## src/rtl/cache_lv2_pkg.sv

```systemverilog
// Shared types and helpers for the LV2 write-back buffer.
package cache_lv2_pkg;

   localparam int unsigned ADDR_WID_LV2 = 32;
   localparam int unsigned DATA_WID_LV2 = 32;

   // Drain FSM state encoding
   typedef logic [0:0] wb_state_t;
   localparam wb_state_t WB_IDLE  = 1'b0;
   localparam wb_state_t WB_WRITE = 1'b1;

   // One buffer entry at the default LV2 widths
   typedef struct packed {
      logic                    valid;
      logic [ADDR_WID_LV2-1:0] addr;
      logic [DATA_WID_LV2-1:0] data;
   } wb_entry_t;

   // Pointer width for a given entry count; never narrower than one bit
   function automatic int unsigned ptr_wid(input int unsigned depth);
      return (depth > 1) ? $clog2(depth) : 1;
   endfunction

endpackage

```

## src/rtl/wb_match_lv2.sv

```systemverilog
// Youngest-first address comparator over the circular buffer.
// Scans from head (oldest) to head+DEPTH-1 so the last match seen is the youngest.
module wb_match_lv2 #(
   parameter int unsigned ADDR_WID = 32,
   parameter int unsigned DEPTH    = 4,
   parameter int unsigned PTR_WID  = 2
) (
   input  logic [DEPTH-1:0]               valid,
   input  logic [DEPTH-1:0][ADDR_WID-1:0] addrs,
   input  logic [PTR_WID-1:0]             head,
   input  logic                           skip_head,
   input  logic [ADDR_WID-1:0]            key,
   output logic                           hit,
   output logic [PTR_WID-1:0]             idx
);

   logic [PTR_WID-1:0] slot;

   // Walk entries in age order; later (younger) matches overwrite earlier ones
   always_comb begin
      hit  = 1'b0;
      idx  = head;
      slot = head;
      for (int k = 0; k < int'(DEPTH); k++) begin
         slot = head + PTR_WID'(k);
         if (valid[slot] && (addrs[slot] == key) && !(skip_head && (k == 0))) begin
            hit = 1'b1;
            idx = slot;
         end
      end
   end

endmodule

```

## src/rtl/cache_wb_buffer_lv2.sv

```systemverilog
// Write-back buffer between the LV2 cache and main memory: queues dirty victims,
// coalesces same-address writes, forwards to LV2 read lookups and drains to memory.
module cache_wb_buffer_lv2
   import cache_lv2_pkg::*;
#(
   parameter int unsigned ADDR_WID     = ADDR_WID_LV2,
   parameter int unsigned DATA_WID     = DATA_WID_LV2,
   parameter int unsigned DEPTH        = 4,
   parameter int unsigned PTR_WID      = ptr_wid(DEPTH),
   parameter int unsigned DRAIN_THRESH = 3
) (
   input  logic                clk,
   input  logic                rst,
   input  logic                enq_valid,
   input  logic [ADDR_WID-1:0] enq_addr,
   input  logic [DATA_WID-1:0] enq_data,
   output logic                enq_ready,
   input  logic [ADDR_WID-1:0] lookup_addr,
   output logic                lookup_hit,
   output logic [DATA_WID-1:0] lookup_data,
   input  logic                mem_rd_pending,
   output logic [ADDR_WID-1:0] mem_addr,
   output logic [DATA_WID-1:0] mem_data,
   output logic                mem_wr,
   input  logic                mem_wr_done,
   input  logic                flush,
   output logic                flush_done,
   output logic [PTR_WID:0]    count,
   output logic                empty
);

   localparam logic [PTR_WID:0] DEPTH_C  = (PTR_WID + 1)'(DEPTH);
   localparam logic [PTR_WID:0] THRESH_C = (PTR_WID + 1)'(DRAIN_THRESH);

   logic [DEPTH-1:0]               valid_q;
   logic [DEPTH-1:0][ADDR_WID-1:0] addr_q;
   logic [DEPTH-1:0][DATA_WID-1:0] data_q;
   logic [PTR_WID-1:0]             head_q, tail_q;
   logic [PTR_WID:0]               count_q;
   wb_state_t                      state_q;
   logic [ADDR_WID-1:0]            mem_addr_q;
   logic [DATA_WID-1:0]            mem_data_q;

   logic               in_write, start, pop, enq_fire, enq_new;
   logic               coal_hit, look_hit;
   logic [PTR_WID-1:0] coal_idx, look_idx;
   logic [DATA_WID-1:0] head_data;

   // Coalesce target: the head is locked while it is being written to memory
   wb_match_lv2 #(
      .ADDR_WID (ADDR_WID),
      .DEPTH    (DEPTH),
      .PTR_WID  (PTR_WID)
   ) u_coal_match (
      .valid     (valid_q),
      .addrs     (addr_q),
      .head      (head_q),
      .skip_head (in_write),
      .key       (enq_addr),
      .hit       (coal_hit),
      .idx       (coal_idx)
   );

   // Read forwarding sees every valid entry, including an in-flight head
   wb_match_lv2 #(
      .ADDR_WID (ADDR_WID),
      .DEPTH    (DEPTH),
      .PTR_WID  (PTR_WID)
   ) u_look_match (
      .valid     (valid_q),
      .addrs     (addr_q),
      .head      (head_q),
      .skip_head (1'b0),
      .key       (lookup_addr),
      .hit       (look_hit),
      .idx       (look_idx)
   );

   // Handshake decode and head-data forwarding
   always_comb begin
      in_write  = (state_q == WB_WRITE);
      enq_ready = (count_q < DEPTH_C);
      enq_fire  = enq_valid && enq_ready;
      enq_new   = enq_fire && !coal_hit;
      pop       = in_write && mem_wr_done;
      start     = !in_write && (count_q != '0) &&
                  (flush || !mem_rd_pending || (count_q >= THRESH_C));
      // A coalesce into the head on the drain-start edge must reach memory
      head_data = data_q[head_q];
      if (enq_fire && coal_hit && (coal_idx == head_q)) begin
         head_data = enq_data;
      end
   end

   // Entry payloads need no reset; validity is tracked separately
   always_ff @(posedge clk) begin
      if (!rst && enq_fire) begin
         if (coal_hit) begin
            data_q[coal_idx] <= enq_data;
         end else begin
            addr_q[tail_q] <= enq_addr;
            data_q[tail_q] <= enq_data;
         end
      end
   end

   // Validity, pointers and occupancy
   always_ff @(posedge clk) begin
      if (rst) begin
         valid_q <= '0;
         head_q  <= '0;
         tail_q  <= '0;
         count_q <= '0;
      end else begin
         if (pop) begin
            valid_q[head_q] <= 1'b0;
            head_q          <= head_q + 1'b1;
         end
         if (enq_new) begin
            valid_q[tail_q] <= 1'b1;
            tail_q          <= tail_q + 1'b1;
         end
         case ({enq_new, pop})
            2'b10:   count_q <= count_q + 1'b1;
            2'b01:   count_q <= count_q - 1'b1;
            default: count_q <= count_q;
         endcase
      end
   end

   // Drain FSM: latch head on entry to WRITE, release on mem_wr_done
   always_ff @(posedge clk) begin
      if (rst) begin
         state_q    <= WB_IDLE;
         mem_addr_q <= '0;
         mem_data_q <= '0;
      end else if (start) begin
         state_q    <= WB_WRITE;
         mem_addr_q <= addr_q[head_q];
         mem_data_q <= head_data;
      end else if (pop) begin
         state_q <= WB_IDLE;
      end
   end

   // Output mapping
   always_comb begin
      mem_wr      = in_write;
      mem_addr    = mem_addr_q;
      mem_data    = mem_data_q;
      count       = count_q;
      empty       = (count_q == '0);
      flush_done  = flush && (count_q == '0) && !in_write;
      lookup_hit  = look_hit;
      lookup_data = look_hit ? data_q[look_idx] : '0;
   end

endmodule

```

## config.mk

```make
export PLATFORM = sky130hd
export DESIGN_NAME = cache_wb_buffer_lv2
export DESIGN_NICKNAME = d
export VERILOG_FILES = /design/src/rtl/cache_lv2_pkg.sv /design/src/rtl/wb_match_lv2.sv /design/src/rtl/cache_wb_buffer_lv2.sv
export SDC_FILE = /design/constraint.sdc
export NUM_CORES = 1
export LEC_CHECK = 0
export CAP_MARGIN = 20
export CORE_ASPECT_RATIO = 0.8
export CORE_MARGIN = 1.5
export CORE_UTILIZATION = 63
export DETAILED_ROUTE_END_ITERATION = 10
export PLACE_DENSITY_LB_ADDON = 0.1
export SYNTH_ARGS = -nofsm -noshare
export SYNTH_HDL_FRONTEND = slang
export SYNTH_SLANG_ARGS = --single-unit
```

## constraint.sdc

```tcl
create_clock -name clk -period 20.3 [get_ports clk]
set_clock_uncertainty 0.1 [all_clocks]
set_input_delay 4.06 -clock clk [delete_from_list [all_inputs] [get_ports clk]]
set_output_delay 4.06 -clock clk [all_outputs]
set_load 0.03 [all_outputs]
```

==> results of run 1 <==
==> kinds of logic after synthesis <==
logic type / count (synthesis) / synth area share
compound gates: 210 / 0.0687
xor+xnor: 232 / 0.0955
fa+ha+maj: 10 / 0.00623
buf+inv: 169 / 0.0476
flops: 332 / 0.433
mux: 342 / 0.248
simple gates: 404 / 0.102
==> how the worst max path moves through the flow <==
| stage | end | cells past startpoint |
|---|---|---|
| 2_1_floorplan | lookup_data[10] | 12 |
| 3_3_place_gp | lookup_data[29] | 11 |
| 3_5_place_dp | lookup_data[29] | 11 |
| 4_1_cts | lookup_data[19] | 11 |
| 5_1_grt | lookup_data[31] | 12 |
| 6_report | lookup_data[31] | 12 |
==> metrics by stage <==
step	util	worst slack, ns	instance area [um2]	total power [W]	hold slack, ns
after floorplan	-	9.06	21300	0.00138	0.391
after global placement	0.706	7.51	23200	0.00162	0.341
after detailed placement	0.706	7.55	23200	0.00164	0.347
after CTS	0.739	7.52	24300	0.00227	0.355
after global routing	0.740	7.32	24300	0.00235	0.374
final	0.740	7.39	24300	0.00228	0.351
==> worst register-to-register path: stages, from the launching register on <==
cell and delay, ns:
dfxtp_4 0.70, clkinv_1 0.55, ha_4 1.08, clkinv_1 1.07, mux2i_1 0.47, xor2_1 0.12
nor4_1 0.94, nand2_1 0.22, nor4b_4 0.58, or4b_1 0.41, nor2_1 0.07, o21ba_2 0.90
nor2_2 0.07, buf_4 0.34
==> area by class of cell <==
type	instances	share of cell area
multi-input cells	1198	0.457
clock inverters	17	0.00746
flip-flops and latches	332	0.379
inverters	30	0.00463
diodes	1	0.000103
repair buffers	227	0.0915
well taps	427	0.0220
clock buffers	45	0.0380
==> state kept, by name, summed over array words and instances (netlist names) <==
signal / cells
addr_q: 128
count: 3
data_q: 128
head_q: 2
mem_addr: 32
mem_data: 32
mem_wr: 1
tail_q: 2
valid_q: 4
==> placed cells by master, fill, tap and decap left out, drive strengths merged, types with 4 or more instances in the layout <==
| master | instances |
|---|---|
| xnor2 | 163 |
| and2 | 65 |
| a211oi | 35 |
| nor2b | 70 |
| clkdlybuf4s50 | 204 |
| nand4 | 39 |
| nand2 | 92 |
| mux4 | 140 |
| mux2i | 188 |
| or4 | 4 |
| o21ai | 19 |
| o22ai | 49 |
| ha | 9 |
| a2bb2oi | 9 |
| nor4 | 25 |
| edfxtp | 256 |
| nand2b | 8 |
| inv | 28 |
| clkbuf | 45 |
| mux2 | 14 |
| a221oi | 5 |
| xor2 | 69 |
| nand3 | 6 |
| a31o | 4 |
| a31oi | 4 |
| clkinv | 16 |
| dfxtp | 76 |
| nor2 | 65 |
| or3 | 6 |
| a21oi | 46 |
| nor3 | 14 |
| o2111ai | 7 |
| a2111oi | 6 |
| buf | 23 |
==> per-layer routing <==
layer | routed length, um | vias to the layer above | global-route usage
met5 | 72 | - | 0.0152
met1 | 27800 | 8008 | 0.579
li1 | - | 6699 | -
met3 | 10400 | 113 | 0.153
met4 | 1640 | 2 | 0.102
met2 | 29200 | 1164 | 0.559
==> where the power goes <==
part | internal, W | switching [W] | leakage, nW
Combinational | 0.000318 | 0.000482 | 3.89
Sequential | 0.000802 | 0.0000474 | 2.98
Clock | 0.000362 | 0.000272 | 0.543
==> metrics.sh, run 1 <==
CRIT_PATH_END_KIND='primary output'
IO_PINS=206
SYNTH.MOST_COMMON_CELL='edfxtp_1'
FINAL-MAX-SLEW-VIOLATION-COUNT=0
ACHIEVABLE-FREQUENCY_MHz=77.5
DRC=0
SYNTH.YOSYS.WARNINGS=0
RR_STARTPOINT='head_q[1]'
YOSYS.CELL_TYPES.COUNT=80
DESIGN.DIE.AREA_UM2=34900
CRITICAL_PATH.REG2REG.ENDPOINT='data_q[121]'
CLK_ROOT_BUFFER_CELL='clkbuf_16'
POSTSYNTHREGISTERBITS=332
NUMBER_OF_ANTENNA_VIOLATIONS_AT_THE_FIRST_CHECK_IN_GLOBAL_ROUTING=1
DETAIL_ROUTE.WL_PER_CELL_UM=30.3
SYNTH_TO_LAYOUT_AREA_GROWTH_PCT=14.2
SETUP_REPAIR_AFTER_GLOBAL_ROUTING_MISSED_ITS_MARGIN='no'
PLACE.DETAILED.HPWL_UM=48600
FIRST_PASS_ITERS=6
CORE.ROWCOUNT=59
SYNTH_LARGEST_TYPE_AREA_FRACTION=0.361
CRIT_CHAIN='clkdlybuf4s50_1 -> xnor2_1 -> nand4_1 -> nor3_1 -> nand4_1 -> nor2b_1 -> and3_1 -> or3_4 -> buf_12 -> mux2i_1 -> o22ai_1 -> clkdlybuf4s50_1'
CLK_LATENCY_NS=0.54
MULTIINPUTGATEAREA_UM2=11100
CTSRESIZECOUNT=0
FP.DIEW_UM=208
MAXIMUM_VDD_IR_DROP_V=0.0000755
GRT-OVFL-TOTAL=0
SYNTH_NETS=1811
WHS_PATH_DEPTH=2
CHIPHEIGHT_UM=167
FF_LATCH_AREA_UM2=9220
NETLIST.TOP_CELL.BY_AREA='edfxtp_1'
WORSTSETUPPATHTYPE='input port to primary output'
SYN_AREA_PER_CELL_UM2=12.5
KIND_OF_START_POINT_OF_THE_CRITICAL_PATH='input port'
SYNTH_AREA_LEADERS='edfxtp_1 36%, mux4_2 14%, mux2i_1 8.7%'
POST_SYNTH_MOST_FREQUENT_CELLS='256 x edfxtp_1, 184 x mux2i_1, 163 x xnor2_1'
CRITICAL_PATH.SLOWEST_CELL='clkdlybuf4s50_1'
CRIT_PATH_MAX_FANOUT=33
STARTPOINT='lookup_addr[28]'
LAYOUT_WORST_PATH_CYCLE_SHARE=0.636
CTS_HOLD_BUF=0
CTS_NUM_SINKS=332
VIAS_PER_CELL=7.02
NETLIST_INSTANCES=1699
STATIC-LEAKAGE-POWER_nW=7.42
CLOCKBUFFERDEPTH=3
SLEW_HEADROOM=0.234
POWER.DENSITY_CELL_AREA_nW_PER_UM2=93.9
GP_ROUTABILITY_CONGESTION=1.11
MIN_TO='mem_addr[16]'
FLOORPLAN_CORE_AREA_UM2=32900
FIRST_GLOBAL_VIAS=15500
TRITONCTS_CLOCK_TREE='built'
TIMING.CRITICAL_PATH.ARRIVAL_NS=8.75
PORT-BUFFER-COUNT=205
FIRST_ITER_VIOLATIONS=2313
CTS_MADE_BUFFERS=34
HOLD_PATH_START='mem_addr[16]'
DP.CELLS=2213
FINAL-INSTANCE-COUNT-EXCL-FILL=2277
FINALWIRELENGTH_UM=69100
PIN_COUNT_OF_THE_BIGGEST_NET_ENTERING_GLOBAL_ROUTING=74
NUM_VIAS=16000
SYNTH_ENABLE_FLOP_CELLS=256
MAPPEDNETLISTAREA_UM2=21300
FINISH_STAGE_SETUP_VIOLS=0
MAX_SLEW.WORST_PIN.SLEW_NS=1.14
DOMINANTREGCELLSYNTH='edfxtp_1'
GROUTE.USAGE.OVERALL=0.398
CRITICAL_PATH.TOP_DELAY_FAMILY='simple AND/OR/NAND/NOR gates'
NFILLCELLS=2123
GRT_FIRST_PASS_WIRELENGTH_UM=102000
PERIOD_MINUS_SLACK_NS=12.91
ANT_NETS=0
WORST-ENDPOINT-REQUIRED_NS=16.14
WORST_R2R_PATH_DEPTH=13
YS_SEQ_AREA_FRAC=0.433
PATH_CLK_SLEW_NS=0.06
CLOCK_TREE.HTREE_LEVEL_COUNT=2
MAX_STAGE_DELAY_NS=0.73
CP_NUM_BUF_INV=3
FINAL_LAYOUT_SIZE_SUFFIX_GT1_FRAC=0.135
POST-CTS-SETUP-BUFFERS=0
START_UTIL=0.648
OUTCOME='finished clean'
DRV.MAX_CAP_VIOLATION_COUNT=0
FINALHOLDVIOLATIONS=0
ASYNC_RESET_FF_FRAC=0
R2R_SETUP_SLACK_NS=12.34
FIN_TNS_SETUP_NS=0
LAYOUT.NETS=1935
WORST_HOLD_PATH_TYPE='register to register'
No activity file was read; power rests on OpenSTA's default activity.
==> run 2, diff against run 1 <==
- CORE_UTILIZATION: 63 -> 53
- clock period: 20.3 -> 11 ns (I/O delays scaled with it)
==> run 2 against run 1 <==
Die area rose by 19%. Worst setup slack got worse by 6.1 ns. Via count fell by 2.6%. Register-to-register slack got worse by 8.9 ns. Clock-buffer cell count rose by 8. Routed wire length rose by 3.1%. Utilization fell by 12 points. First-iteration DRC count fell by 13%. Sequential share of layout area fell by 0.53 points. Global-route usage fell by 5.2 points.
==> metrics.sh, run 2 (synthesis gave the netlist of run 1 again) <==
CLK_LATENCY_NS=0.54
POST-CTS-SETUP-BUFFERS=0
FIN_AREA_UM2=24600
CTSRESIZECOUNT=0
MAXIMUM_VDD_IR_DROP_V=0.000129
GRT-OVFL-TOTAL=0
VIAS_PER_CELL=6.51
CTS_MADE_BUFFERS=36
NUMBER_OF_ANTENNA_VIOLATIONS_AT_THE_FIRST_CHECK_IN_GLOBAL_ROUTING=4
FIN_TNS_SETUP_NS=0
GRT_FIRST_PASS_WIRELENGTH_UM=103000
FINALHOLDVIOLATIONS=0
MOSTFREQUENTLAYOUTCELL='edfxtp_1'
CTS_NUM_SINKS=332
PERIOD_MINUS_SLACK_NS=9.66
LARGESTREGISTERS='addr_q: 128 flops, data_q: 128 flops'
FP.DIEW_UM=227
CLOCKBUFFERDEPTH=3
TIMING.CRITICAL_PATH.ARRIVAL_NS=7.36
WORST_HOLD_PATH_TYPE='register to register'
SYNTH_TO_LAYOUT_AREA_GROWTH_PCT=15.9
PIN_COUNT_OF_THE_BIGGEST_NET_ENTERING_GLOBAL_ROUTING=112
FINISH_STAGE_SETUP_VIOLS=0
FIRST_PASS_ITERS=6
FINAL-INSTANCE-COUNT-EXCL-FILL=2394
CHIPHEIGHT_UM=182
FIRST_GLOBAL_VIAS=14600
PATH_CLK_SLEW_NS=0.06
KIND_OF_START_POINT_OF_THE_CRITICAL_PATH='register'
IO_PINS=206
PLACED_CELL_AREA_UM2=23400
FINAL_LAYOUT_SIZE_SUFFIX_GT1_FRAC=0.139
ANT_NETS=0
POWER.DENSITY_CELL_AREA_nW_PER_UM2=175
WHS_PATH_DEPTH=2
WORST_SLACK_NS=1.34
OUTCOME='finished clean'
DESIGN.DIE.AREA_UM2=41400
CTS_HOLD_BUF=0
CLK_ROOT_BUFFER_CELL='clkbuf_16'
FINALPOWER_W=0.00432
FINAL-MAX-SLEW-VIOLATION-COUNT=0
DRV.MAX_CAP_VIOLATION_COUNT=0
WORST_R2R_PATH_DEPTH=14
FLOORPLAN_CORE_AREA_UM2=39500
STATIC-LEAKAGE-POWER_nW=7.50
SETUP_REPAIR_AFTER_GLOBAL_ROUTING_MISSED_ITS_MARGIN='no'
LAYOUT.NETS=1939
CLOCK_TREE.HTREE_LEVEL_COUNT=2
FINALWIRELENGTH_UM=71200
CRIT_PATH_MAX_FANOUT=52
WORSTSETUPPATHTYPE='register to primary output'
CRIT_PATH_END_KIND='primary output'
TRITONCTS_CLOCK_TREE='built'
NUM_VIAS=15600
START_UTIL=0.538
WORST-ENDPOINT-REQUIRED_NS=8.70
LAYOUT.CELLS.MOST_COMMON_LIST='256 x edfxtp_1, 204 x clkdlybuf4s50_1, 184 x mux2i_1'
PRE_CTS_WS_NS=1.93
GROUTE.USAGE.OVERALL=0.346
CORE.ROWCOUNT=65
FIRST_ITER_VIOLATIONS=2018
GP_ROUTABILITY_CONGESTION=1.05
PLACE.DETAILED.HPWL_UM=50700
DP.CELLS=2325
DETAIL_ROUTE.WL_PER_CELL_UM=29.7
DRC=0
PORT-BUFFER-COUNT=205
LAYOUT_WORST_PATH_CYCLE_SHARE=0.878
SLEW_HEADROOM=0.251
MAX_SLEW.WORST_PIN.SLEW_NS=1.12
ACHIEVABLE-FREQUENCY_MHz=104
==> run 2: cell types whose count changed in the layout (fill, tap and decap cells not counted), sizes merged <==
| cell | previous run | this run |
|---|---|---|
| clkinvlp | 0 | 2 |
| clkbuf | 45 | 53 |
| bufinv | 3 | 2 |
| clkinv | 16 | 10 |
| buf | 23 | 25 |
| inv | 28 | 29 |
| diode | 1 | 3 |
==> run 2: through the flow <==
| stage | hold WS [ns] | utilization |
|---|---|---|
| after floorplan | 0.391 | - |
| after global placement | 0.344 | 0.592 |
| after detailed placement | 0.347 | 0.592 |
| after CTS | 0.355 | 0.623 |
| after global routing | 0.379 | 0.623 |
| final | 0.350 | 0.624 |
==> run 2: where the power goes <==
group	internal (W)	switching, W
logic	0.000590	0.000888
clock network	0.000753	0.000523
registers	0.00148	0.0000866
total	0.00282	0.00150
==> run 2: layout make-up <==
class	instances	area, um2
fillers	3117	14900
multi-input cells	1198	11100
flip-flops and latches	332	9220
repair buffers	229	2250
clock buffers	53	1110
well taps	536	671
clock inverters	13	133
inverters	30	113
diodes	3	7.51
==> run 2: critical path: stages (launching register included) <==
cell and delay (ns):
dfxtp_4 0.73, inv_1 0.31, ha_4 0.92, buf_4 0.41, mux4_1 0.47, xnor2_1 0.25
nand4_1 0.29, nor4_1 0.42, nand3_1 0.17, or3_4 0.45, a41o_1 0.25, or3_4 0.67
buf_4 0.38, mux2i_1 0.15, o22ai_1 0.15, clkdlybuf4s50_1 0.71
==> run 2: final timing paths <==
kind / from / end / slack (ns)
max: head_q[0] / lookup_data[6] / 1.34
min reg2reg: mem_addr[25] / mem_addr[25] / 0.35
min: mem_addr[25] / mem_addr[25] / 0.35
max reg2reg: head_q[0] / data_q[20] / 3.41
==> run 2: metal layers <==
layer / GRT usage / share of wire / up-vias / routed length, um
li1: - / - / 6715 / -
met5: 0 / 0 / - / 0
met4: 0.0559 / 0.017 / 0 / 1210
met1: 0.547 / 0.45 / 7914 / 32000
met2: 0.479 / 0.41 / 850 / 29400
met3: 0.0923 / 0.12 / 96 / 8530
